$ cat config.mk
export PLATFORM = sky130hd
export DESIGN_NAME = alu_arbiter
export DESIGN_NICKNAME = d
export VERILOG_FILES = /design/src/rtl/alu_arbiter.sv
export SDC_FILE = /design/constraint.sdc
export NUM_CORES = 1
export LEC_CHECK = 0
export CAP_MARGIN = 0
export CORE_MARGIN = 10
export CORE_UTILIZATION = 34
export CTS_CLUSTER_SIZE = 14
export DETAILED_ROUTE_END_ITERATION = 12
export GPL_TIMING_DRIVEN = 0
export PLACE_DENSITY_LB_ADDON = 0.12
export SLEW_MARGIN = 10
export SYNTH_ARGS = -nofsm -noshare
export SYNTH_HDL_FRONTEND = slang
export SYNTH_SLANG_ARGS = --single-unit
$ cat constraint.sdc
create_clock -name clk -period 1.8 [get_ports clk]
set_clock_uncertainty 0.2 [all_clocks]
set_input_delay 0.36 -clock clk [delete_from_list [all_inputs] [get_ports clk]]
set_output_delay 0.36 -clock clk [all_outputs]
set_load 0.005 [all_outputs]
$ cat src/rtl/alu_arbiter.sv
// Round-robin arbiter/sequencer sharing one 8-bit ALU among N_REQ requesters.
// One operation in flight at a time; a bounded wait aborts operations the ALU never completes.
module alu_arbiter #(
  parameter int N_REQ          = 4,
  parameter int TIMEOUT_CYCLES = 16
) (
  input  logic                 clk,
  input  logic                 reset_n,
  input  logic [N_REQ-1:0]     req,
  input  logic [5*N_REQ-1:0]   req_op,
  input  logic [8*N_REQ-1:0]   req_in1,
  input  logic [8*N_REQ-1:0]   req_in2,
  output logic [N_REQ-1:0]     gnt,
  output logic [N_REQ-1:0]     rsp_valid,
  output logic [7:0]           rsp_data,
  output logic [4:0]           rsp_status,
  output logic                 rsp_err,
  output logic                 alu_enable,
  output logic [7:0]           alu_in1,
  output logic [7:0]           alu_in2,
  output logic [4:0]           alu_op,
  input  logic [7:0]           alu_out,
  input  logic [4:0]           alu_status,
  input  logic                 alu_ready
);

  localparam int DATA_W = 8;
  localparam int OP_W   = 5;
  localparam int PTR_W  = $clog2(N_REQ);
  localparam int CNT_W  = $clog2(TIMEOUT_CYCLES);
  localparam logic [CNT_W-1:0] CNT_LAST = CNT_W'(TIMEOUT_CYCLES - 1);
  localparam logic [PTR_W-1:0] PTR_LAST = PTR_W'(N_REQ - 1);

  typedef enum logic [1:0] {IDLE, ISSUE, RESP} state_t;

  state_t              state, state_nxt;
  logic [PTR_W-1:0]    rr_ptr, rr_ptr_nxt;
  logic [PTR_W-1:0]    owner, owner_nxt;
  logic [PTR_W-1:0]    pick;
  logic                found;
  logic [CNT_W-1:0]    wait_cnt, wait_cnt_nxt;

  logic [N_REQ-1:0]    gnt_nxt, rsp_valid_nxt;
  logic [DATA_W-1:0]   rsp_data_nxt, alu_in1_nxt, alu_in2_nxt;
  logic [OP_W-1:0]     rsp_status_nxt, alu_op_nxt;
  logic                rsp_err_nxt, alu_enable_nxt;

  // Rotating-priority search: first set request at or above rr_ptr, wrapping.
  always_comb begin
    int idx;
    idx   = 0;
    found = 1'b0;
    pick  = '0;
    for (int i = 0; i < N_REQ; i++) begin
      idx = int'(rr_ptr) + i;
      if (idx >= N_REQ) idx = idx - N_REQ;
      if (!found && req[idx]) begin
        found = 1'b1;
        pick  = PTR_W'(idx);
      end
    end
  end

  always_comb begin
    state_nxt      = state;
    rr_ptr_nxt     = rr_ptr;
    owner_nxt      = owner;
    wait_cnt_nxt   = wait_cnt;
    gnt_nxt        = '0;
    rsp_valid_nxt  = '0;
    alu_enable_nxt = alu_enable;
    alu_in1_nxt    = alu_in1;
    alu_in2_nxt    = alu_in2;
    alu_op_nxt     = alu_op;
    rsp_data_nxt   = rsp_data;
    rsp_status_nxt = rsp_status;
    rsp_err_nxt    = rsp_err;

    unique case (state)
      IDLE: begin
        if (found) begin
          state_nxt      = ISSUE;
          gnt_nxt[pick]  = 1'b1;
          owner_nxt      = pick;
          rr_ptr_nxt     = (pick == PTR_LAST) ? '0 : pick + 1'b1;
          wait_cnt_nxt   = '0;
          alu_enable_nxt = 1'b1;
          alu_op_nxt     = req_op[OP_W*pick +: OP_W];
          alu_in1_nxt    = req_in1[DATA_W*pick +: DATA_W];
          alu_in2_nxt    = req_in2[DATA_W*pick +: DATA_W];
        end
      end
      ISSUE: begin
        // The response pulse is registered here so it appears in the RESP cycle.
        if (alu_ready) begin
          state_nxt             = RESP;
          alu_enable_nxt        = 1'b0;
          rsp_data_nxt          = alu_out;
          rsp_status_nxt        = alu_status;
          rsp_err_nxt           = 1'b0;
          rsp_valid_nxt[owner]  = 1'b1;
        end else if (wait_cnt == CNT_LAST) begin
          state_nxt             = RESP;
          alu_enable_nxt        = 1'b0;
          rsp_data_nxt          = '0;
          rsp_status_nxt        = '0;
          rsp_err_nxt           = 1'b1;
          rsp_valid_nxt[owner]  = 1'b1;
        end else begin
          wait_cnt_nxt = wait_cnt + 1'b1;
        end
      end
      RESP: begin
        state_nxt = IDLE;
      end
      default: begin
        state_nxt = IDLE;
      end
    endcase
  end

  always_ff @(posedge clk or negedge reset_n) begin
    if (!reset_n) begin
      state      <= IDLE;
      rr_ptr     <= '0;
      owner      <= '0;
      wait_cnt   <= '0;
      gnt        <= '0;
      rsp_valid  <= '0;
      alu_enable <= 1'b0;
      alu_in1    <= '0;
      alu_in2    <= '0;
      alu_op     <= '0;
      rsp_data   <= '0;
      rsp_status <= '0;
      rsp_err    <= 1'b0;
    end else begin
      state      <= state_nxt;
      rr_ptr     <= rr_ptr_nxt;
      owner      <= owner_nxt;
      wait_cnt   <= wait_cnt_nxt;
      gnt        <= gnt_nxt;
      rsp_valid  <= rsp_valid_nxt;
      alu_enable <= alu_enable_nxt;
      alu_in1    <= alu_in1_nxt;
      alu_in2    <= alu_in2_nxt;
      alu_op     <= alu_op_nxt;
      rsp_data   <= rsp_data_nxt;
      rsp_status <= rsp_status_nxt;
      rsp_err    <= rsp_err_nxt;
    end
  end

endmodule

==> impl_metrics.yaml <==
status:
  outcome: "finished, violations left"
  violations: "setup timing"
clocking:
  numClockSinks: 54
  clkTransAtPathRegs_ns: 0.11
  cts_tree: "done"
  clock_latency_ns: 0.32
  root_buffer: "clkbuf_8"
  cts_buffer_depth: 2
  htree_levels: 2
  cts_buffers: 5
worst_hold_path:
  whs_endpoint: "alu_enable"
  min_path_cells: 2
  min-delay-start: "alu_enable"
  hold_class: "reg2reg"
grt:
  antenna_found_initial: 0
  overflow: 0
  grt_first_pass_wirelength_mm: 14.7
  grt_max_degree: 36
  grt_pass1_vias: 2719
  grtUsageTotal_pct: 16.1
drt:
  first_pass_iters: 4
  finalWirelength_mm: 9.58
  num_vias: 2481
  drc_errors: 0
  wl_per_cell_microns: 19.1
  via_per_inst: 4.95
  drt_iter0_markers: 67
  ant_nets: 0
timing:
  setup_viol_count_final: 24
  period_share_pct: 105
  slew_viol_final: 0
  rsz0062_at_grt: "true"
  hold_slack_ns: 0.286
  max_slew_margin_pct: 68.0
  hold_violations: 0
  fin_ws_ns: -0.0974
  setup_tns_ns: -1.67
  max_clock_freq_mhz: 527
  worst_pin_slew_ns: 0.480
  min_period_ns: 1.90
pwr:
  comb_power_share_pct: 57.6
  power_density_nw_per_um2: 1370
  power.internal_uw: 4270
  p_sw_uw: 2270
  switching_share_pct: 34.7
  seq_power_share_pct: 31.0
  cellLeakagePower_uw: 0.00229
  power_uw: 6540
  p_clk_share_pct: 11.4
  ir_drop_mv: 0.646
logic_synthesis:
  synth-seq-cells: 54
  synth_top_area_share_pct: 52.4
  yosys_warnings: 0
  syn_inst: 225
  ys_top_cells_by_area: "dfrtp_1, mux2i_1, o221ai_1"
  synth.net_count: 331
  yosys.area.top_type: "dfrtp_1"
  syn_area_per_cell_sq_um: 11.5
  syn-cell-area_sq_um: 2580
  ys_types: 29
  yosysSeqAreaShare_pct: 52.4
setup_path:
  cp-startpoint: "rr_ptr[1]"
  worst_r2r_endpoint: "alu_in2[5]"
  rrSetupSlack_ns: -0.1
  r2r_start: "rr_ptr[1]"
  setup.worst_path.class: "reg2reg"
  ff2ff_path_depth: 6
  worst_setup_path_end_kind: "flop"
  critPathMaxFanout: 9
  worstPathRequired_ns: 1.77
  crit_path_start_kind: "flop"
  worstPathArrival_ns: 1.87
placement:
  placed_cell_area_sq_um: 4200
  dp_slack_ns: -0.861
  place_hpwl_mm: 7.04
  place_congestion: 0.772
  port_buffers: 147
floorplan:
  pin_count: 148
  num_rows: 31
  floorplan.initialDensity_pct: 35.2
  dieHeight_microns: 107
  die_w_microns: 107
  core_sq_um: 7330
  die_area_sq_um: 11500
layout:
  seqCellArea_sq_um: 1350
  drive_above_1_share_pct: 16.9
  fillCellCount: 592
  area_delta_synth_final_pct: 84.8
  antenna_cells: 0
  design_area_sq_um: 4760
  multi_input_area_sq_um: 1230
  finalNetCount: 507
job:
  drv_cap: 0
-- state kept, by name (all words and copies together) (netlist names) --
| name | count |
|---|---|
| alu_op | 5 |
| owner | 2 |
| rsp_status | 5 |
| rr_ptr | 2 |
| alu_enable | 1 |
| alu_in2 | 8 |
| alu_in1 | 8 |
| gnt | 4 |
| rsp_data | 8 |
| rsp_err | 1 |
| state | 2 |
| wait_cnt | 4 |
| rsp_valid | 4 |
-- power groups by stage --
stage | Combinational (uW) | Sequential (uW) | Clock, uW
after floorplan | 1470 | 2050 | 0
after global placement | 3010 | 2020 | 0
after detailed placement | 3060 | 2050 | 0
after CTS | 3580 | 2020 | 763
after global routing | 4090 | 2090 | 808
final | 3770 | 2030 | 749
-- kinds of logic after synthesis --
| family | share of synthesized area (%) |
|---|---|
| AND/OR/NAND/NOR | 9.85 |
| flip-flops | 52.4 |
| AO/OA/AOI/OAI | 15.1 |
| multiplexers | 17.1 |
| buffers and inverters | 4.22 |
| adder cells (fa/ha/maj) | 0.970 |
| XOR/XNOR | 0.340 |
-- cell usage in the layout, fill, tap and decap left out, types with 2 or more instances in the layout --
master | netlist | layout
nand2_1 | 34 | 33
mux2i_1 | 43 | 40
dfrtp_1 | 54 | 53
a22o_1 | 14 | 14
mux2i_2 | 0 | 3
clkdlybuf4s50_1 | 0 | 129
dlygate4sd2_1 | 0 | 3
a211oi_2 | 1 | 2
o221ai_1 | 21 | 21
dlymetal6s2s_1 | 0 | 14
buf_12 | 0 | 7
buf_4 | 0 | 15
buf_2 | 3 | 2
nand2b_1 | 3 | 2
inv_1 | 3 | 2
clkbuf_16 | 0 | 2
o21ai_1 | 2 | 2
nor2_1 | 12 | 8
buf_6 | 5 | 5
clkbuf_8 | 0 | 10
clkinv_4 | 0 | 2
nor2_2 | 0 | 4
a211o_1 | 2 | 2
-- cell usage after synthesis, drive strengths merged --
master and n:
dfrtp 54, mux2i 43, nand2 34, o221ai 21, a22o 14, nor2 12
buf 9, clkbuf 6, o21ai 4, inv 3, nand2b 3, a211o 2
a211oi 2, a21oi 2, and2 2, and3 2, ha 2, nor3 2
nor3b 2, o31ai 2, mux2 1, nand4 1, nor2b 1, xor2 1
-- through the flow --
stage / utilization (%) / cells
floorplan: - / 225
global placement: 57.0 / 471
detailed placement: 57.2 / 472
CTS: 62.3 / 491
global route: 65.0 / 501
finish: 65.0 / 501
-- worst max path at each step --
stage	to	slack [ns]	cells past startpoint
5_1_grt	alu_op[0]	-0.19	7
6_report	alu_in2[5]	-0.1	6
3_3_place_gp	alu_in2[1]	-1.55	1
4_1_cts	rsp_data[6]	-0.13	5
3_5_place_dp	alu_in1[4]	-0.86	6
2_1_floorplan	rr_ptr[0]	-0.01	8
-- worst max-delay path: stages, from the launching register on --
cell      delay [ns]
dfrtp_2         0.46
mux2i_1         0.13
a211o_1         0.33
buf_12          0.17
buf_12          0.14
mux2i_1         0.16
o221ai_1        0.15
-- layer usage --
layer  vias to the layer above  track usage [%]  part of all wire [%]
met4                         0             4.93                   2.0
met3                        14             5.51                   7.5
met1                      1195             19.0                    40
met5                         -                0                     0
met2                        87             26.8                    50
li1                       1185                -                     -
-- final cells by class --
| cell class | instances | area share (%) |
|---|---|---|
| repair buffers | 169 | 36.4 |
| well taps | 99 | 2.60 |
| plain buffers | 15 | 4.23 |
| clock buffers | 6 | 1.73 |
| multi-input cells | 153 | 25.8 |
| flip-flops and latches | 54 | 28.4 |
| clock inverters | 2 | 0.368 |
| inverters | 3 | 0.394 |
-- timing repair --
item / CTS / global route
hold endpoints to repair: 19 / 0
hold buffers: 1 / 0
setup endpoints to repair: 44 / 62
pin swaps: 17 / 10
cloned: 1 / 2
buffers inserted: 9 / 9
gates resized for setup: 48 / 34
(Power assumes the default switching activity.)
==> edit 1: new RTL, config.mk and constraints unchanged <==
`rsp_data` no longer has a reset.
--- a/src/rtl/alu_arbiter.sv
+++ b/src/rtl/alu_arbiter.sv
@@ -131,7 +131,6 @@
       alu_in1    <= '0;
       alu_in2    <= '0;
       alu_op     <= '0;
-      rsp_data   <= '0;
       rsp_status <= '0;
       rsp_err    <= 1'b0;
     end else begin
@@ -145,11 +144,14 @@
       alu_in1    <= alu_in1_nxt;
       alu_in2    <= alu_in2_nxt;
       alu_op     <= alu_op_nxt;
-      rsp_data   <= rsp_data_nxt;
       rsp_status <= rsp_status_nxt;
       rsp_err    <= rsp_err_nxt;
     end
   end
 
+  always_ff @(posedge clk) begin
+    rsp_data <= rsp_data_nxt;
+  end
+
 endmodule
 
Function: differs if reset_n is asserted again (counterexample within 4 cycles, from zero or initial values and one cycle with reset_n low); with reset_n held inactive, the same outputs for 10 cycles.
==> edit 1 against the unedited design <==
Routed wire length down 6.6%; synthesized area up 3.4%; design area down 2.0%; total power down 8.8%; global-route usage down 1.5 points; worst setup slack better by 0.075 ns; sequential cell count unchanged; the run still ends with setup timing left.
==> edit 1: results (changes against the unedited design) <==
Synthesis
  • Synthesized area per cell: 11.8 um^2 (+2.9%)
  • Post-synth EDFFs: 8 (+8)
  • Top cells by area, synth: dfrtp_1 (43%), mux2i_1 (17%), edfxtp_1 (9.0%)
  • Synth async-reset ratio: 85.2% (-15 points)
  • Synth cell types: 39 (+34%)
  • Top cells by count, synth: dfrtp_1 (46), mux2i_1 (44), nand2_1 (32), o221ai_1 (21), and2_1 (9)

Routing
  • Drt total wl: 8940 um (-6.6%)
  • Avg WL per Cell: 17.8 um (-6.6%)
  • Initial drt markers: 68 (+1.5%)
  • M1 wire length: 3390 um (-13%)
  • Metal2 WL: 4830 um (+0.98%)

Setup path
  • Slowest stage delay, CP: 0.43 ns (-0.03 ns)
  • CP Data Arrival Time: 1.81 ns (-0.06 ns)
  • Max Fanout on Critical Path: 8 (-1)
  • Worst path top cell family by delay: flip-flops

Outcome
  • Outcome: finished with violations
  • Failing checks: setup timing

Timing
  • Setup violations, final: 8 (-67%)
  • Fin crit period: 1.82 ns (-0.0748 ns)
  • Final setup TNS: -0.103 ns (+1.57 ns)
  • Final worst slack: -0.0226 ns (+0.0748 ns)

Pwr
  • VDD IR-drop max: 545 uV (-16%)
  • Leakage power: 2.06 nW (-10%)

Layout
  • Final nets: 504 (-0.59%)
  • Fillcell total: 673 (+14%)
  • Fraction of layout cells with a size suffix above 1: 16.0% (-0.88 points)

Global routing
  • Vias in the first global route: 2505 (-7.9%)
  • Pin count of the biggest net entering global routing: 28 (-22%)
  • Global-route wire length before repair: 13500 um (-8.2%)

Placed design
  • Placed insts: 476 (+0.85%)
  • Detail Placement HPWL: 7090 um (+0.74%)
  • Final GP Congestion: 0.793 (+2.8%)
==> edit 1: stage by stage <==
step                utilization (%)  setup slack [ns]  power, W  instance area [um^2]
floorplan                         -           0.00286   0.00346                  2670
global placement               55.5             -1.26   0.00485                  4270
CTS                            59.8           -0.0287   0.00597                  4600
global route                   60.7            -0.122   0.00639                  4670
finish                         60.7           -0.0226   0.00597                  4670
detailed placement             55.7            -0.571   0.00491                  4280
==> edit 1: area by class of cell <==
type / count / area share [%]
well taps: 102 / 2.73
repair buffers: 165 / 35.2
multi-input cells: 152 / 26.3
flip-flops and latches: 54 / 29.8
clock buffers: 5 / 1.47
clock inverters: 3 / 0.429
inverters: 6 / 0.670
plain buffers: 14 / 3.40
==> edit 1: cell families (layout without fill, tap and decap cells) <==
kind of cell,count (synthesis),in the layout,synth area share (%)
and+or+nand+nor,64,64,11.4
DFF,54,54,52.2
muxes,44,44,16.5
AOI/OAI and AO/OA,42,42,13.6
buffers and inverters,20,193,5.40
adders and majority gates,2,2,0.938
==> edit 1: worst register-to-register path, cell delays in order (launching register included) <==
cell and delay, ns:
dfrtp_2 0.43, mux2i_1 0.21, nand2_1 0.08, o221ai_2 0.06, buf_6 0.17, buf_12 0.15, buf_12 0.11, mux2i_1 0.17
o221ai_1 0.12
==> edit 1: what timing repair did <==
item	4_1_cts	5_1_grt
gates resized for setup	33	11
hold buffers	1	0
pin swaps	5	4
setup buffers	12	4
setup endpoints to repair	43	41
endpoints found under the hold margin	19	0
==> edit 1: layer usage <==
| layer | vias up | global-route usage (%) |
|---|---|---|
| met5 | - | 0 |
| met4 | 0 | 3.39 |
| met3 | 5 | 4.64 |
| met2 | 61 | 26.6 |
| met1 | 1157 | 16.1 |
| li1 | 1174 | - |
==> edit 1: worst paths after layout <==
kind                                 start  slack [ns]          to  cells after the start
worst max-delay path             rr_ptr[1]       -0.02  alu_in1[0]                      8
worst min-delay path            alu_enable        0.29  alu_enable                      2
worst max register to register   rr_ptr[1]       -0.02  alu_in1[0]                      8
worst min register to register  alu_enable        0.29  alu_enable                      2
max in group asynchronous          reset_n        0.52   rr_ptr[1]                      3
min in group asynchronous          reset_n        0.35   alu_op[2]                      2
==> edit 1: power by group through the flow <==
stage | clock [W] | combinational, W | sequential (W)
floorplan | 0 | 0.00146 | 0.00200
global placement | 0 | 0.00289 | 0.00196
detailed placement | 0 | 0.00293 | 0.00198
CTS | 0.000714 | 0.00330 | 0.00195
global route | 0.000758 | 0.00362 | 0.00201
finish | 0.000688 | 0.00333 | 0.00195
==> edit 2: new RTL, same flow settings <==
Made on the original files. `TIMEOUT_CYCLES`: 16 -> 32.
--- a/src/rtl/alu_arbiter.sv
+++ b/src/rtl/alu_arbiter.sv
@@ -2,7 +2,7 @@
 // One operation in flight at a time; a bounded wait aborts operations the ALU never completes.
 module alu_arbiter #(
   parameter int N_REQ          = 4,
-  parameter int TIMEOUT_CYCLES = 16
+  parameter int TIMEOUT_CYCLES = 32
 ) (
   input  logic                 clk,
   input  logic                 reset_n,
Formal check against the unedited RTL: same outputs for any inputs over 10 cycles, from zero or initial values and one cycle with reset_n low; that may be too few to reach the edited logic, so the function may still have changed.
==> edit 2 against the unedited design <==
The run still ends with setup timing left; synthesized area grew 13%; combinational power grew 2%; cell count grew 8.8%; worst setup slack lost 0.20 ns; design area grew 5.6%; die area grew 11%; sequential cell count grew 1; total power grew 2.8%; critical path depth is the same; routed wire length grew 10%; first-iteration DRC count grew 130%; critical endpoint is now alu_in1[3]; largest cell class unchanged; largest power group unchanged.
==> edit 2: results (changes against the unedited design) <==
Placed design
  • Placed insts: 524 (+11%)
  • Area after DPL: 4590 um^2 (+9.3%)
  • Final GP Congestion: 0.781 (+1.2%)
  • Dpl ws: -1.02 ns (-0.164 ns)
  • Detail Placement HPWL: 8020 um (+14%)

Timing
  • Final setup TNS: -6.55 ns (-4.88 ns)
  • Final worst slack: -0.295 ns (-0.198 ns)
  • Setup violations, final: 28 (+17%)
  • Slew @ Worst Pin: 0.584 ns (+0.104 ns)

Pwr
  • Pwr dens: 1340 nW/um^2 (-2.7%)
  • Seq pwr: 0.00207 W (+2%)
  • Logic power comb: 0.00383 W (+2%)
  • Int Power: 0.00440 W (+3.0%)

Global routing
  • Vias in the first global route: 3203 (+18%)
  • Total track usage: 15.9% (-0.19 points)
  • Pin count of the biggest net entering global routing: 33 (-8.3%)
  • Global-route wire length before repair: 16700 um (+13%)

Setup path
  • CP Data Arrival Time: 2.09 ns (+0.22 ns)
  • Max Fanout on Critical Path: 8 (-1)

Synthesis
  • Syn Nets: 378 (+14%)
  • Top cells by count, synth: dfrtp_1 (55), a21oi_1 (25), clkbuf_1 (23), nand4_1 (22)
  • Seq/Total Area, Yosys: 47.0% (-5.4 points)
  • Synth cell types: 35 (+21%)
  • Post-synthesis mux area share: 10.6% (-6.5 points)
  • Synthesized area per cell: 10.8 um^2 (-5.8%)
  • Top cells by area, synth: dfrtp_1 (47%), mux2_4 (8.7%), a221o_1 (7.2%)
  • Compound-cell area share of the yosys netlist: 22.4% (+7.3 points)

Outcome
  • Failing checks: setup timing
  • Outcome: finished with violations

Routing
  • Avg WL per Cell: 19.4 um (+1.5%)
  • Initial drt markers: 151 (+130%)
  • Drt via density: 5.37 (+8.5%)

Layout
  • Fraction of layout cells with a size suffix above 1: 20.7% (+3.8 points)
  • Non-Filler Instances: 545 (+8.8%)
## edit 2: cell count changes after synthesis, sizes merged, moves of 17 or more
cell and change:
a21oi +23, clkbuf +17, mux2i -42, nand4 +21, mux2 +20, o31ai +19
a221o +21, o221ai -20, nand2 -17
## edit 2: final timing paths
path                       slack [ns]  depth (start not counted)      endpoint
setup / recovery                -0.30                          6    alu_in1[3]
hold / removal                   0.29                          2    alu_enable
setup reg to reg                -0.30                          6    alu_in1[3]
hold reg to reg                  0.29                          2    alu_enable
max in group asynchronous        0.45                          3  rsp_valid[0]
min in group asynchronous        0.37                          2        gnt[3]
## edit 2: layer usage
metal / track usage (%) / share of wire, % / vias up
met2: 28.1 / 50 / 140
met1: 16.7 / 38 / 1392
met3: 7.40 / 10 / 15
li1: - / - / 1380
met4: 3.89 / 1.3 / 0
met5: 0 / 0 / -
## edit 2: logic make-up after synthesis
kind of cell / Yosys count
AO/OA/AOI/OAI: 87
multiplexers: 22
flip-flops: 55
XOR/XNOR: 2
AND/OR/NAND/NOR: 71
buffers and inverters: 31
adder cells (fa/ha/maj): 3
## edit 2: critical path, stage by stage (launching register included)
cell and delay (ns):
dfrtp_2 0.46, mux2i_2 0.17, or2_4 0.26, nand3_4 0.13, buf_12 0.16, mux2_4 0.31, a221o_1 0.30
## edit 2: repair_timing
action                     CTS  global route
hold buffers                 1             0
pin swaps                   16             3
hold endpoints to repair    23             0
gates cloned                 1             0
setup endpoints to repair   50            50
buffers inserted            12             6
resized for setup           50            31
## edit 2: layout make-up
cell class                      instances  area, um^2
Buffer                                 24         179
Sequential cell                        55        1380
Inverter                                3        16.3
Clock inverter                          2        37.5
Tap cell                              105         131
Clock buffer                            5        68.8
Fill cell                             707        3270
Multi-Input combinational cell        185        1540
Timing Repair Buffer                  166        1680
